<file path="src/rtl/multiword_adder_seq.sv">
// Sequential W=16*SLICES adder time-sharing one 16-bit CLA; done SLICES+1 cycles after accepted start, start ignored while busy.
// Optional SUBTRACT_EN macro adds a sub input: a + ~b + 1, cout then means "no borrow".

module cla16 (
  input  logic [15:0] a,
  input  logic [15:0] b,
  input  logic        cin,
  output logic [15:0] s,
  output logic [3:0]  p,
  output logic [3:0]  g
);
  logic [15:0] pb;
  logic [15:0] gb;
  logic [3:0]  gc;
  logic        cc;

  always_comb begin
    pb = a ^ b;
    gb = a & b;
    p  = '0;
    g  = '0;
    gc = '0;
    s  = '0;
    cc = 1'b0;
    for (int k = 0; k < 4; k++) begin
      p[k] = &pb[4*k +: 4];
      g[k] = gb[4*k+3] | (pb[4*k+3] & gb[4*k+2]) |
             (pb[4*k+3] & pb[4*k+2] & gb[4*k+1]) |
             (pb[4*k+3] & pb[4*k+2] & pb[4*k+1] & gb[4*k]);
    end
    // Group carries come from group P/G; bits ripple only inside a nibble.
    gc[0] = cin;
    for (int k = 1; k < 4; k++) begin
      gc[k] = g[k-1] | (p[k-1] & gc[k-1]);
    end
    for (int k = 0; k < 4; k++) begin
      cc = gc[k];
      for (int j = 0; j < 4; j++) begin
        s[4*k+j] = pb[4*k+j] ^ cc;
        cc       = gb[4*k+j] | (pb[4*k+j] & cc);
      end
    end
  end
endmodule

module multiword_adder_seq #(
  parameter int SLICES = 4
) (
  input  logic                 clk,
  input  logic                 rst_n,
  input  logic                 start,
  input  logic [16*SLICES-1:0] a,
  input  logic [16*SLICES-1:0] b,
  input  logic                 cin,
`ifdef SUBTRACT_EN
  input  logic                 sub,
`endif
  output logic                 busy,
  output logic                 done,
  output logic [16*SLICES-1:0] sum,
  output logic                 cout
);
  localparam int W  = 16 * SLICES;
  localparam int IW = $clog2(SLICES);

  typedef enum logic [1:0] {IDLE, RUN, DONE} state_t;

  state_t          state;
  state_t          state_nxt;
  logic [W-1:0]    a_q;
  logic [W-1:0]    b_q;
  logic            carry_q;
  logic [IW-1:0]   idx;
  logic [W-1:0]    b_in;
  logic            cin_in;
  logic [15:0]     a_sl;
  logic [15:0]     b_sl;
  logic [15:0]     s;
  logic [3:0]      p;
  logic [3:0]      g;
  logic            slice_co;
  logic            last;

`ifdef SUBTRACT_EN
  assign b_in   = sub ? ~b : b;
  assign cin_in = sub | cin;
`else
  assign b_in   = b;
  assign cin_in = cin;
`endif

  assign a_sl = a_q[16*idx +: 16];
  assign b_sl = b_q[16*idx +: 16];
  assign last = (idx == IW'(SLICES - 1));

  cla16 u_cla (
    .a   (a_sl),
    .b   (b_sl),
    .cin (carry_q),
    .s   (s),
    .p   (p),
    .g   (g)
  );

  assign slice_co = g[3] | (p[3] & g[2]) | (p[3] & p[2] & g[1]) |
                    (p[3] & p[2] & p[1] & g[0]) |
                    (p[3] & p[2] & p[1] & p[0] & carry_q);

  always_ff @(posedge clk or negedge rst_n) begin
    if (!rst_n) state <= IDLE;
    else        state <= state_nxt;
  end

  always_comb begin
    state_nxt = state;
    case (state)
      IDLE:    if (start) state_nxt = RUN;
      RUN:     if (last)  state_nxt = DONE;
      DONE:    state_nxt = IDLE;
      default: state_nxt = IDLE;
    endcase
  end

  assign busy = (state == RUN);
  assign done = (state == DONE);

  always_ff @(posedge clk or negedge rst_n) begin
    if (!rst_n) begin
      a_q     <= '0;
      b_q     <= '0;
      carry_q <= 1'b0;
      idx     <= '0;
      sum     <= '0;
      cout    <= 1'b0;
    end else begin
      case (state)
        IDLE: begin
          if (start) begin
            a_q     <= a;
            b_q     <= b_in;
            carry_q <= cin_in;
            idx     <= '0;
          end
        end
        RUN: begin
          sum[16*idx +: 16] <= s;
          carry_q           <= slice_co;
          // Index wraps to 0 on the last slice so it never leaves 0..SLICES-1.
          if (last) begin
            cout <= slice_co;
            idx  <= '0;
          end else begin
            idx  <= idx + 1'b1;
          end
        end
        default: ;
      endcase
    end
  end
endmodule

</file>
<file path="config.mk">
export PLATFORM = sky130hd
export DESIGN_NAME = multiword_adder_seq
export DESIGN_NICKNAME = d
export VERILOG_FILES = /design/src/rtl/multiword_adder_seq.sv
export SDC_FILE = /design/constraint.sdc
export NUM_CORES = 1
export LEC_CHECK = 0
export BUFFER_PORTS_ARGS = -buffer_cell sky130_fd_sc_hd__buf_2
export CAP_MARGIN = 20
export CORE_ASPECT_RATIO = 1.5
export CORE_UTILIZATION = 54
export CTS_CLUSTER_SIZE = 10
export DETAILED_ROUTE_END_ITERATION = 12
export PLACE_DENSITY = 0.86
export SLEW_MARGIN = 20
export SYNTH_ARGS = -nofsm -noshare
export SYNTH_HDL_FRONTEND = slang
export SYNTH_HIERARCHICAL = 1
export SYNTH_SLANG_ARGS = --single-unit
</file>
<file path="constraint.sdc">
create_clock -name clk -period 5.1 [get_ports clk]
set_clock_uncertainty 0.2 [all_clocks]
set_input_delay 1.275 -clock clk [delete_from_list [all_inputs] [get_ports clk]]
set_output_delay 1.275 -clock clk [all_outputs]
set_load 0.05 [all_outputs]
</file>
### Word-level counts from Yosys, hierarchy flattened

Cells that the tools add are included.

| storage, ports and cells | value |
|---|---|
| register bits | 198 |
| input bits | 132 |
| output and inout bits | 67 |
| logic and storage cells | 128 |

| operators by class | value |
|---|---|
| add/subtract/negate cells | 2 |
| eq/ne operators | 5 |
| shifts and indexed selects | 4 |
| multiplexer cells | 9 |
| bitwise gates (word level) | 91 |
| reductions and logical operators | 10 |

Operator list:

| operator | number |
|---|---|
| $shiftx A64 B7 Y16 | 2 |
| $bwmux W64 | 1 |
| $shift A16 B34 Y64 const A | 1 |
| $shiftx A16 B34 Y64 | 1 |
| $and A1 B1 Y1 | 42 |
| $neg A6 Y34 | 1 |
| $or A1 B1 Y1 | 31 |
| $and A16 B16 Y16 | 1 |
| $reduce_and A4 Y1 | 4 |
| $xor A1 B1 Y1 | 16 |
| $xor A16 B16 Y16 | 1 |
| $mux W2 | 4 |
| $pmux W2 S2 | 2 |
| $reduce_and A2 Y1 | 4 |
| $eq A2 B2 Y1 const B | 2 |
| $add A2 B1 Y2 const B | 1 |
| $eq A2 B1 Y1 const B | 1 |
| $logic_not A2 Y1 | 1 |
| $ne A2 B1 Y1 const B | 1 |
| $ne A2 B2 Y1 const B | 1 |
| $pmux W1 S2 | 1 |
| $reduce_bool A2 Y1 | 1 |
| $mux W1 | 1 |

### Longest topological paths before layout

| logic depth | value |
|---|---|
| depth after elaboration | 20 |
| depth in mapped cells | 14 |

### Hierarchy

The synthesis kept the hierarchy.

Modules (own cells, without submodules):

| module | instances | cells an instance | area an instance (µm²) | sequential area each (µm²) |
|---|---|---|---|---|
| multiword_adder_seq | 1 | 534 | 8281.7 | 4954.8 |
| cla16 | 1 | 67 | 663.1 | 0.0 |

### Least setup slack after synthesis

OpenSTA, ideal clock, no wires.

| timing path | value |
|---|---|
| path type | reg2reg |
| start | register idx[0] |
| end | register sum[15] |
| data arrival time | 3.939 ns |
| required time | 4.779 ns |
| setup slack | 0.840 ns |
| cell stages (with the launch flop) | 14 |
| clock period less this slack | 4.260 ns |
| cell sequence | dfrtp_1 -> buf_4 -> buf_4 -> mux4_2 -> ha_1 -> a41oi_2 -> o221ai_2 -> a21o_1 -> a21o_1 -> fa_1 -> fa_1 -> fa_1 -> xor2_1 -> a22o_1 |

| between the ends | value |
|---|---|
| longest elaborated chain between the ends | 20 |
| elaborated cells between the ends (all ways) | 81 |

Ends and longest elaborated chain:

| element | line | RTL |
|---|---|---|
| from (decl) | 73 | `logic [IW-1:0] idx;` |
| from (signal assigned) | 153 | `idx <= idx + 1'b1;` |
| $shiftx A64 B7 Y16 * | 92 | `assign a_sl = a_q[16*idx +: 16];` |
| net a_sl[2] | 76 | `logic [15:0] a_sl;` |
| $and A16 B16 Y16 / $xor A16 B16 Y16 (equally long branches) | 19, 18 |  |
| $and A1 B1 Y1, on equally long branches | 27, 28, 29 |  |
| $or A1 B1 Y1, or another cell as far along | 27 | `g[k] = gb[4*k+3] \| (pb[4*k+3] & gb[4*k+2]) \|` |
| $or A1 B1 Y1 / $and A1 B1 Y1 (equally long branches) | 27, 29 |  |
| $or A1 B1 Y1 | 28 | `(pb[4*k+3] & pb[4*k+2] & gb[4*k+1]) \|` |
| $or A1 B1 Y1 * | 34 | `gc[k] = g[k-1] \| (p[k-1] & gc[k-1]);` |
| [... 6 more ...] | - |  |
| $and A1 B1 Y1 * | 40 | `cc = gb[4*k+j] \| (pb[4*k+j] & cc);` |
| $or A1 B1 Y1 * | 40 |  |
| $and A1 B1 Y1 * | 40 |  |
| $or A1 B1 Y1 * | 40 |  |
| $xor A1 B1 Y1 * | 39 | `s[4*k+j] = pb[4*k+j] ^ cc;` |
| net s[15] | 78 | `logic [15:0] s;` |
| $shiftx A16 B34 Y64 * | 146 | `sum[16*idx +: 16] <= s;` |
| $bwmux W64 * | 146 |  |
| to (signal, indexed assignment) | 146 |  |
| to (decl) | 60 | `output logic [16*SLICES-1:0] sum,` |

The timed path passes the listed nets; every way through them passes the cells marked *.
A chain may end at the register's enable or synchronous reset.

### Final worst setup path

| timing path | value |
|---|---|
| start | register idx[0] |
| end | register sum[31] |

Same word-level chain as after synthesis.

==> run metrics <==
net count after synthesis 767; post-synth top area cell dfrtp_1; Critical Path RT 5.24 ns; fin nets 957; top-count cell post-synth dfrtp_1; Post-CTS Hold Buffers 0; CTS clk-pin slew, worst paths 0.07 ns; Unique masters post-synth 42; XOR/XNOR Fraction of Synth Area 0.3917%; Final period util 90.27%; # IOs 199; vias in the first global route 6132; final hold viol count 0; clk buf depth 2; outcome completed; Area contributors post-synth dfrtp_1 (55%), mux2_1 (14%), mux4_2 (8.1%); Synth Register Bits 198; first-pass GRT wire length 33530 um; I/O Buffers 198; mux cell area share after synthesis 24.17%; routed wire length 20990 um; critical-path maximum fanout 20; wire per inst 20.80 um; Max Clk Rate 0.2172 GHz; Syn Area/Cell 14.88 um^2; simple-gate portion of the synthesized area 3.721%; delay of the slowest cell on the worst path 0.80 ns; crit path kind flip-flop to flip-flop; final cell count without fillers 1009; post-CTS setup buffers 0; overall global routing resource usage 26.51%; WP buf/inv 0; GPL Wtd Cong 0.8513; initial antenna violation count 1; DR iter-0 viols 380; RSZ-0062 raised after global routing no; Non-Filler Cell Area, Final 10670 um^2; top_reg_cell synth dfrtp_1; Worst EP arrival 4.74 ns; CP dominant cell by count fa_1; placed cell areas 10070 um^2; Commonest cells post-synth dfrtp_1 (198), mux2_1 (109), a22o_1 (48), nand2_1 (40), mux4_2 (32); fraction of registers with async set/reset 100.0%; P&R area growth vs syn 19.33%; FP Rows 57; ratio of cells with drive above 1 in the final layout 37.24%; sequential cell area fraction in the yosys report 55.39%; total CTS buffers 17; Max Slew Vio Count 0; grt ovf 0; Via density 5.689; proportion of netlist area held by the largest area contributor 55.39%; Setup violations, final 0; Placed Cells 978; startpoint types flip-flop; DRC Markers 0; Worst Setup End Kind flip-flop; synthesized area 8945 um^2; Rel. slew slack 35.76%; largest net degree at the start of global routing 130; compound-gate portion of the synthesized area 7.414%; hpwl dp 15650 um; die area 17090 um^2; critical path cell sequence mux4_2 > ha_1 > a41oi_2 > o221ai_2 > a21o_1 > a21o_1 > fa_1 > fa_1 > fa_1 > xor2_1 > nand2_1 > o21ai_1; Tmin final 4.604 ns; starting density of the core 55.25%; Post-DRT Antenna Nets 0; clock root cell clkbuf_16; largest family of logic cells by synthesized area multiplexers; number of max-cap violations 0; H-tree depth 4; Clock Latency Late Sink 0.43 ns; DIE HEIGHT 159.6 um; ANT cells 0; Post-synth EDFFs 0; setup TNS 0 ns; Multi-input gate area 3715 um^2; Storage cell area 4957 um^2; cell family with most CP delay adder cells; crit path max-delay cell type dfrtp_2; final setup margin 0.4963 ns; PostCTS Resize Cnt 0; CTS tree yes; Synth warnings 6; chip width 107.1 um; Post-Synth Adder-Cell Area 5.763%; Initial DRT Pass Iterations 5; DR vias 5740; clk sinks 198; Syn Inst Count 601; min-delay worst type flip-flop to flip-flop; dpl ws 0.4824 ns; # fillers 1148; Tightest Pin Transition 0.9636 ns; core region area 16190 um^2
==> cell families after synthesis <==
logic type      count (synthesis)
flops                         198
mux                           160
compound gates                 89
simple gates                   66
buf+inv                        50
fa+ha+maj                      34
xor+xnor                        4
==> worst paths after layout <==
| path | start | endpoint | slack (ns) | depth (start not counted) |
|---|---|---|---|---|
| max | idx[0]$_DFFE_PN0P_ | sum[31]$_DFFE_PN0P_ | 0.50 | 12 |
| min | sum[23]$_DFFE_PN0P_ | sum[23]$_DFFE_PN0P_ | 0.27 | 2 |
| max reg2reg | idx[0]$_DFFE_PN0P_ | sum[31]$_DFFE_PN0P_ | 0.50 | 12 |
| min reg2reg | sum[23]$_DFFE_PN0P_ | sum[23]$_DFFE_PN0P_ | 0.27 | 2 |
| max in group asynchronous | rst_n | sum[21]$_DFFE_PN0P_ | 3.00 | 2 |
| min in group asynchronous | rst_n | a_q[32]$_DFFE_PN0P_ | 0.77 | 1 |
==> worst min-delay path, stage by stage (launching register included) <==
cell and delay (ns):
dfrtp_1 0.34, nand2_1 0.04, o21ai_0 0.06
==> per-stage QoR <==
step / hold WS, ns / util [%]
5_1_grt: 0.3055 / 65.93
2_1_floorplan: 0.2524 / -
3_5_place_dp: 0.2659 / 62.22
4_1_cts: 0.2824 / 65.93
3_3_place_gp: 0.2574 / 62.22
6_report: 0.2736 / 65.93
==> state kept, by name, summed over array words and instances (netlist names) <==
register  count
a_q          64
sum          64
cout          1
b_q          64
state         2
idx           2
carry_q       1
==> layout make-up <==
| cell class | instances | share of cell area (%) |
|---|---|---|
| clock buffers | 20 | 4.372 |
| well taps | 206 | 2.415 |
| multi-input cells | 353 | 34.80 |
| clock inverters | 11 | 1.254 |
| inverters | 15 | 0.5509 |
| repair buffers | 206 | 10.16 |
| flip-flops and latches | 198 | 46.44 |
==> routing by layer <==
metal / vias to the layer above / global-route usage, % / part of all wire [%]
met2: 192 / 46.54 / 54
li1: 2576 / - / -
met3: 40 / 4.327 / 4.4
met4: 2 / 11.52 / 3.0
met5: - / 0 / 0.043
met1: 2930 / 31.95 / 38
==> cell usage in the layout (no fill, tap or decap), types with 3 or more instances in the layout <==
cell type	n
mux2_1	109
buf_4	6
ha_1	22
clkbuf_16	17
nand3b_1	3
nand2_1	40
inv_6	6
a21oi_1	11
mux4_2	32
nor2_1	6
a22o_1	48
inv_1	14
fa_1	12
o21ai_1	6
o21ai_0	15
mux2_2	19
buf_2	197
clkbuf_8	4
xor2_1	3
dfrtp_1	196
Power is left out: the tool's default activity adds up to more than one toggle a clock period on the data nets, which glitch-free logic cannot reach.
